===== config.mk =====
export PLATFORM = sky130hd
export DESIGN_NAME = sumres_display
export DESIGN_NICKNAME = d
export VERILOG_FILES = /design/src/rtl/sumres_display.sv
export SDC_FILE = /design/constraint.sdc
export NUM_CORES = 1
export LEC_CHECK = 0
export BUFFER_PORTS_ARGS = -buffer_cell sky130_fd_sc_hd__buf_2
export CAP_MARGIN = 20
export CORE_ASPECT_RATIO = 0.8
export CORE_MARGIN = 5
export CORE_UTILIZATION = 64
export DETAILED_ROUTE_END_ITERATION = 16
export HOLD_SLACK_MARGIN = 0.02
export PLACE_DENSITY_LB_ADDON = 0.2
export SLEW_MARGIN = 20
export SYNTH_ARGS = -nofsm -noshare
export SYNTH_HDL_FRONTEND = slang
export SYNTH_SLANG_ARGS = --single-unit

===== constraint.sdc =====
create_clock -name clk -period 5.7 [get_ports clk]
set_clock_uncertainty 0.2 [all_clocks]
set_input_delay 1.14 -clock clk [delete_from_list [all_inputs] [get_ports clk]]
set_output_delay 1.14 -clock clk [all_outputs]
set_load 0.005 [all_outputs]

===== src/rtl/sumres_display.sv =====
// sumres_display: display stage for the restSum 4-bit adder/subtractor.
// Latches the 5-bit result and its mode on a load strobe, converts it to sign
// plus decimal magnitude and scans it onto a 4-digit common-anode 7-segment
// display (active-low anodes and segments).
// Optional build macro: SUMRES_ZERO_BLANK_EN suppresses a leading zero in the
// tens digit.
module sumres_display #(
    parameter int unsigned REFRESH_DIV = 50000
) (
    input  logic       clk,
    input  logic       rst,
    input  logic       load,
    input  logic       ctrl,
    input  logic [4:0] res,
    output logic [3:0] an,
    output logic [6:0] seg,
    output logic       valid
);

    localparam int unsigned CntW = (REFRESH_DIV > 2) ? $clog2(REFRESH_DIV) : 1;
    localparam logic [CntW-1:0] CntMax = CntW'(REFRESH_DIV - 1);

    // Internal digit codes: 0..9 are decimal digits, the rest are symbols.
    localparam logic [3:0] DigDash  = 4'd10;
    localparam logic [3:0] DigBlank = 4'd15;

    localparam logic [6:0] SegBlank = 7'b1111111;
    localparam logic [3:0] AnOff    = 4'b1111;

    // Latched result and mode.
    logic [4:0]      res_q, res_d;
    logic            mode_q, mode_d;
    logic            valid_q, valid_d;

    // Refresh divider and scan position.
    logic [CntW-1:0] cnt_q, cnt_d;
    logic [1:0]      idx_q, idx_d;
    logic            tick;

    // Registered display outputs.
    logic [3:0]      an_q, an_d;
    logic [6:0]      seg_q, seg_d;

    // Decoded value.
    logic [4:0]      value;
    logic            sign;
    logic [1:0]      tens;
    logic [3:0]      units;
    logic [3:0]      digit1;
    logic [3:0]      digit2;
    logic [3:0]      sel_digit;

    // Segment pattern {g,f,e,d,c,b,a}, active-low.
    function automatic logic [6:0] seg_of(input logic [3:0] d);
        logic [6:0] s;
        s = SegBlank;
        case (d)
            4'd0:    s = 7'b1000000;
            4'd1:    s = 7'b1111001;
            4'd2:    s = 7'b0100100;
            4'd3:    s = 7'b0110000;
            4'd4:    s = 7'b0011001;
            4'd5:    s = 7'b0010010;
            4'd6:    s = 7'b0000010;
            4'd7:    s = 7'b1111000;
            4'd8:    s = 7'b0000000;
            4'd9:    s = 7'b0010000;
            DigDash: s = 7'b0111111;
            default: s = SegBlank;
        endcase
        return s;
    endfunction

    // Capture path: a load overwrites the latched result unconditionally.
    always_comb begin
        res_d   = res_q;
        mode_d  = mode_q;
        valid_d = valid_q;
        if (load) begin
            res_d   = res;
            mode_d  = ctrl;
            valid_d = 1'b1;
        end
    end

    // Sign/magnitude: subtract without carry-out means a negative result in
    // two's complement, so magnitude is 16 - S.
    always_comb begin
        value = res_q;
        sign  = 1'b0;
        if (mode_q) begin
            if (res_q[4]) begin
                value = {1'b0, res_q[3:0]};
            end else begin
                value = 5'd16 - {1'b0, res_q[3:0]};
                sign  = 1'b1;
            end
        end
    end

    // Binary to two decimal digits; value never exceeds 31.
    always_comb begin
        if (value >= 5'd30) begin
            tens  = 2'd3;
            units = 4'(value - 5'd30);
        end else if (value >= 5'd20) begin
            tens  = 2'd2;
            units = 4'(value - 5'd20);
        end else if (value >= 5'd10) begin
            tens  = 2'd1;
            units = 4'(value - 5'd10);
        end else begin
            tens  = 2'd0;
            units = value[3:0];
        end
    end

    // Per-position digit codes.
    always_comb begin
`ifdef SUMRES_ZERO_BLANK_EN
        digit1 = (tens == 2'd0) ? DigBlank : {2'b00, tens};
`else
        digit1 = {2'b00, tens};
`endif
        digit2 = sign ? DigDash : DigBlank;
    end

    // Divider and scan index advance; outputs are loaded for the new index.
    always_comb begin
        tick  = (cnt_q == CntMax);
        cnt_d = tick ? '0 : cnt_q + 1'b1;
        idx_d = tick ? idx_q + 2'd1 : idx_q;
    end

    // Digit selected for the position the scan moves to (pre-edge latched data).
    always_comb begin
        sel_digit = DigBlank;
        case (idx_d)
            2'd0:    sel_digit = units;
            2'd1:    sel_digit = digit1;
            2'd2:    sel_digit = digit2;
            default: sel_digit = DigBlank;
        endcase
    end

    // Output registers change only on tick edges.
    always_comb begin
        an_d  = an_q;
        seg_d = seg_q;
        if (tick) begin
            an_d  = ~(4'b0001 << idx_d);
            seg_d = seg_of(sel_digit);
        end
    end

    // State registers with asynchronous active-high reset.
    always_ff @(posedge clk or posedge rst) begin
        if (rst) begin
            res_q   <= '0;
            mode_q  <= 1'b0;
            valid_q <= 1'b0;
            cnt_q   <= '0;
            idx_q   <= 2'd0;
            an_q    <= AnOff;
            seg_q   <= SegBlank;
        end else begin
            res_q   <= res_d;
            mode_q  <= mode_d;
            valid_q <= valid_d;
            cnt_q   <= cnt_d;
            idx_q   <= idx_d;
            an_q    <= an_d;
            seg_q   <= seg_d;
        end
    end

    assign an    = an_q;
    assign seg   = seg_q;
    assign valid = valid_q;

endmodule


==> out/metrics.csv, run 1 <==
metric,value,unit
peak supply drop,0.165,mV
HP Class,flip-flop to flip-flop,
via count,1742,
remaining antenna violation count,0,
final wirelength,4400,um
starting density of the core,66.3,%
outcome,completed,
pin count of the biggest net entering global routing,37,
DR DRC count,0,
Routability Congestion,0.865,
drt pass-1 iters,4,
CP max FO,7,
row cnt,19,
RSZ-0062 raised after global routing,no,
"Primary FF master, synth",dfrtp_1,
core footprint,3420,um^2
clk buf depth,2,
layout cells sized above 1,24.1,%
Max Clk Rate,248,MHz
Util after Layout,72.1,%
max-slew violation count,0,
CTS-repair resized insts,0,
"EDFF count, synth",0,
Max-slew headroom,38.0,%
Synth cell types,64,
grt ovf,0,
critical path class,flip-flop to flip-flop,
maxcap violations,0,
Leak,0.00115,uW
syn_area_per_cell,9.53,um^2
DRT iter0 DRCs,130,
Least-Margin Pin Slew,0.927,ns
Ports,21,
Final Critical Period,4.03,ns
Final Hold Viols,0,
vias per cell,5.83,
post-synthesis sequential area ratio,40.3,%
Post-CTS Hold Fix Bufs,0,
die height,63.3,um
Avg WL per Cell,14.7,um
Layout Nets,275,
root buffer cell,clkbuf_8,
Worst Path Required,5.72,ns
H-tree depth,2,
Yosys top cell area share,27.6,%
first-pass GRT wire length,8060,um
CTS buffer count,5,
CTS tree,built,
Synth Instances,238,
clock-pin slew on the worst setup and hold paths,0.07,ns
crit path capture type,flip-flop,
Fin Setup TNS,0,ns
Synth Cell Area,2270,um^2
number of global-route vias before repair,1800,
n_diodes,0,
CP startpoint kind,flip-flop,
worst-skew pair later-pin latency,0.29,ns
"flops & latches, synth",36,
Synth async-reset ratio,100,%
pwr dens,251,nW/um^2
Synth warnings,0,
initial antenna violation count,0,
IO Port Bufs,20,
setup violators final,0,
post-CTS setup buffers,0,
largest area contributor in the netlist,dfrtp_1,
critical path arrival,4.06,ns
part of the cycle the worst path needs,70.7,%
detailed placer's ending HPWL,3130,um
Mapped Nets,257,
Total Routing Usage GR,20.2,%
CTS Sinks,36,
Die ar.,4840,um^2
die width,76.6,um
P&R area growth vs syn,8.88,%
main area contributors after synthesis,"dfrtp_1 28%, dfstp_2 13%, nand2_1 5.6%",
## layout make-up
cell class	count	area, um^2
timing repair buffer	21	108
tap	42	52.6
sequential	36	915
clock inverter	3	18.8
clock buffer	5	68.8
inverter	12	45.0
multi-input combinational	180	1260
fill	280	953
## per-layer routing
metal  share of wire (%)  routed length (um)  GRT usage (%)  vias up
met5                   0                   0              0        -
met4                 1.4                  60           6.33        0
met3                 5.8                 257           6.41        8
met2                  44                1920           31.9       49
met1                  49                2160           26.5      814
li1                    -                   -              -      871
## critical path, cell delays in order (launching register included)
cell	delay, ns
dfrtp_1	0.45
inv_1	0.11
ha_1	0.25
nor3b_4	0.23
xor2_2	0.35
ha_1	0.24
nor2b_1	0.24
nor4_1	0.12
o31ai_2	0.29
nand2_1	0.08
a32o_1	0.31
a221oi_1	0.43
ha_1	0.33
o21ai_0	0.16
nand3_1	0.09
nand2_1	0.11
## flip-flops by register name, indices dropped and copies added (netlist names)
| name | flops |
|---|---|
| cnt_q | 16 |
| seg | 7 |
| res_q | 5 |
| an | 4 |
| idx_q | 2 |
| mode_q | 1 |
| valid | 1 |
## report_power, final
part           internal (uW)  leakage, uW  switching, uW
clock                   85.2    0.0000479           93.9
combinational           75.5     0.000671           98.1
sequential               260     0.000430           8.37
## path summary, 6_finish.rpt
path | startpoint | depth (start not counted) | slack [ns] | to
max | res_q[0] | 15 | 1.67 | seg[1]
min | seg[1] | 2 | 0.26 | seg[1]
max reg2reg | res_q[0] | 15 | 1.67 | seg[1]
min reg2reg | seg[1] | 2 | 0.26 | seg[1]
max in group asynchronous | rst | 3 | 4.21 | an[0]
min in group asynchronous | rst | 3 | 0.74 | cnt_q[9]
## stage by stage
| stage | hold slack [ns] | instance area [um^2] | std cells | total power, uW | worst slack [ns] |
|---|---|---|---|---|---|
| floorplan | 0.225 | 2270 | 238 | 417 | 2.14 |
| global placement | 0.246 | 2380 | 291 | 442 | 1.92 |
| detailed placement | 0.248 | 2380 | 291 | 443 | 1.77 |
| CTS | 0.263 | 2470 | 299 | 625 | 1.69 |
| global route | 0.276 | 2470 | 299 | 665 | 1.37 |
| finish | 0.262 | 2470 | 299 | 621 | 1.67 |
## Yosys cell counts (all sizes together), types with 2 or more instances
cell type	count
nand2	34
dfrtp	25
nor2	19
nand3	13
inv	12
o21ai	12
dfstp	11
ha	10
xor2	10
xnor2	8
and3	7
clkbuf	7
a21oi	5
mux2	5
nor3	4
a21boi	3
a221oi	3
a31oi	3
buf	3
nand2b	3
nor2b	3
o211ai	3
o21a	3
mux2i	2
nor3b	2
nor4	2
o22ai	2
o31ai	2
o41ai	2
or2	2
## placed cells by master (no fill, tap or decap), types with 2 or more instances in the layout
master	count
and3_1	7
nand3_1	13
nor2b_1	3
nand2_1	34
mux2_2	4
xnor2_1	8
o211ai_1	3
ha_1	10
nand2b_1	2
clkinv_2	2
inv_1	11
nor3_1	2
a31oi_1	3
xor2_1	9
buf_2	20
o21ai_0	9
nor4_1	2
o21a_1	2
a21oi_1	5
o41ai_2	2
dfrtp_1	25
mux2i_1	2
clkbuf_8	5
nor3_2	2
nor2_1	18
dfstp_2	11
o21ai_1	2
o22ai_1	2
a21boi_1	2
a221oi_1	2
## logic make-up (layout without fill, tap and decap cells)
group / Yosys count / count (layout) / share of synthesized area, %
multiplexers: 7 / 7 / 3.53
XOR/XNOR: 18 / 18 / 7.28
buffers and inverters: 22 / 41 / 4.03
flip-flops: 36 / 36 / 40.3
AND/OR/NAND/NOR: 97 / 97 / 22.7
adder cells (fa/ha/maj): 10 / 10 / 5.52
AO/OA/AOI/OAI: 48 / 48 / 16.7
Power figures use the tool's default switching activity.
==> run 2, diff against run 1 <==
--- a/config.mk
+++ b/config.mk
@@ -9,7 +9,7 @@
 export CAP_MARGIN = 20
 export CORE_ASPECT_RATIO = 0.8
 export CORE_MARGIN = 5
-export CORE_UTILIZATION = 64
+export CORE_UTILIZATION = 59
 export DETAILED_ROUTE_END_ITERATION = 16
 export HOLD_SLACK_MARGIN = 0.02
 export PLACE_DENSITY_LB_ADDON = 0.2
==> constraint.sdc (replaced) <==
create_clock -name clk -period 4.1 [get_ports clk]
set_clock_uncertainty 0.2 [all_clocks]
set_input_delay 0.82 -clock clk [delete_from_list [all_inputs] [get_ports clk]]
set_output_delay 0.82 -clock clk [all_outputs]
set_load 0.005 [all_outputs]
==> out/metrics.csv, run 2 (synthesis gave the netlist of run 1 again) <==
metric,value,unit
part of the cycle the worst path needs,94.7,%
detailed placer's ending HPWL,3370,um
clk buf depth,2,
number of global-route vias before repair,1623,
Worst Path Required,4.11,ns
Util after Layout,66.8,%
grt ovf,0,
area occupied by multi-input gates,1270,um^2
met3 global-route usage,4.38,%
n_diodes,0,
DR DRC count,0,
Largest Register,cnt_q,
CP startpoint kind,flip-flop,
worst-case reg-to-reg path depth,16,
Seq pwr share,41.9,%
remaining antenna violation count,0,
met1 GRT Util,26.7,%
Post-CTS Hold Fix Bufs,0,
"slowest stage delay, CP",0.45,ns
root buffer cell,clkbuf_8,
vias per cell,5.81,
Final Critical Period,3.88,ns
CTS tree,built,
Die ar.,5190,um^2
Seq. cell area,915,um^2
fillers,311,
Top Usage Layer GRT,met2,
CTS-repair resized insts,0,
max-slew violation count,0,
first-pass GRT wire length,7690,um
CP Cell Sequence,inv_1 -> ha_1 -> nor3b_4 -> xor2_2 -> ha_1 -> nor2b_1 -> nor4_1 -> o31ai_2 -> nand2_1 -> a32o_1 -> a221oi_2 -> ha_1 -> inv_1 -> mux2i_1 -> o2bb2ai_1 -> o21ai_1,
final wirelength,4470,um
via count,1761,
post-CTS setup buffers,0,
final instance area,2510,um^2
internal power,620,uW
die width,79.3,um
placed cell area,2400,um^2
reg2reg end,seg[4],
layout cells sized above 1,24.7,%
pwr dens,355,nW/um^2
clock-pin slew on the worst setup and hold paths,0.07,ns
RSZ-0062 raised after global routing,no,
CP max FO,7,
FF-to-FF Start,res_q[0],
Min-Delay Startpoint,seg[1],
Final Hold Viols,0,
Ports,21,
critical path arrival,3.89,ns
CTS buffer count,5,
Max Clk Rate,258,MHz
DRT iter0 DRCs,70,
max FFs per register,16,
Combinational Power Share,27.4,%
outcome,completed,
crit path from,res_q[0],
Total Routing Usage GR,19.0,%
H-tree depth,2,
Avg WL per Cell,14.8,um
CTS Sinks,36,
initial antenna violation count,0,
Worst path slowest cell,dfrtp_1,
"commonest non-fill, non-tap cell in the layout",nand2_1,
drt pass-1 iters,4,
"reg-to-reg slack, setup",0.22,ns
setup violators final,0,
M2 GR Usage,28.8,%
Fin Setup TNS,0,ns
Net Sw Frac,30.3,%
P&R area growth vs syn,10.5,%
Max-slew headroom,41.3,%
Hold Path End,seg[1],
peak supply drop,0.271,mV
Routability Congestion,0.983,
maxcap violations,0,
core footprint,3750,um^2
Hold Path Cell Cnt,2,
starting density of the core,60.4,%
Least-Margin Pin Slew,0.879,ns
die height,65.5,um
worst-skew pair later-pin latency,0.29,ns
clock group share of total power,30.7,%
row cnt,20,
crit path capture type,flip-flop,
Leak,0.00116,uW
pin count of the biggest net entering global routing,25,
switching power,270,uW
most frequent cells in the layout,"34 x nand2_1, 25 x dfrtp_1, 20 x buf_2",
Layout Nets,277,
critical path class,flip-flop to flip-flop,
crit-path most repeated cell,ha_1,
HP Class,flip-flop to flip-flop,
IO Port Bufs,20,
[run 2: cell types whose count changed in the layout (fill, tap and decap cells not counted)]
| cell | previous run | this run |
|---|---|---|
| clkinv_2 | 2 | 0 |
| buf_4 | 1 | 3 |
| clkbuf_8 | 5 | 7 |
| a221oi_2 | 1 | 2 |
| clkinv_4 | 1 | 0 |
| a221oi_1 | 2 | 1 |
| clkbuf_1 | 0 | 1 |
[run 2: cell type report]
class                           count  area share (%)
Clock buffer                        8            3.99
Inverter                           12            1.80
Multi-Input combinational cell    180            50.6
Sequential cell                    36            36.5
Tap cell                           44            2.20
Timing Repair Buffer               23            4.89
[run 2: worst max path at each step]
stage / to / slack, ns
4_1_cts: seg[4] / 0.08
6_report: seg[4] / 0.22
3_5_place_dp: seg[4] / 0.17
3_3_place_gp: seg[4] / 0.32
5_1_grt: seg[4] / 0.009
2_1_floorplan: seg[1] / 0.54
[run 2: critical path, delay by kind of cell, from the launching register on]
family	cells	cell delay, ns
AND/OR/NAND/NOR	4	0.63
flip-flops	1	0.45
adder cells (fa/ha/maj)	3	0.72
buffers and inverters	2	0.18
AO/OA/AOI/OAI	5	1.14
multiplexers	1	0.12
XOR/XNOR	1	0.37
[run 2: per-stage QoR]
| step | worst slack, ns | std cells | hold slack [ns] | total power (uW) |
|---|---|---|---|---|
| 2_1_floorplan | 0.543 | 238 | 0.225 | 579 |
| 3_3_place_gp | 0.319 | 295 | 0.246 | 616 |
| 3_5_place_dp | 0.166 | 295 | 0.245 | 617 |
| 4_1_cts | 0.0823 | 303 | 0.260 | 896 |
| 5_1_grt | 0.00949 | 303 | 0.267 | 942 |
| 6_report | 0.217 | 303 | 0.254 | 889 |
[run 2: power groups by stage]
| stage | clock network, uW | registers, uW | logic, uW |
|---|---|---|---|
| 6_report | 273 | 373 | 243 |
| 5_1_grt | 299 | 374 | 269 |
| 4_1_cts | 281 | 372 | 242 |
| 3_5_place_dp | 0 | 379 | 238 |
| 3_3_place_gp | 0 | 378 | 237 |
| 2_1_floorplan | 0 | 376 | 203 |
[run 2: layer usage]
layer | part of all wire, % | wire (um)
met1 | 49 | 2180
met2 | 45 | 1990
met3 | 5.4 | 243
met4 | 1.2 | 55
met5 | 0 | 0
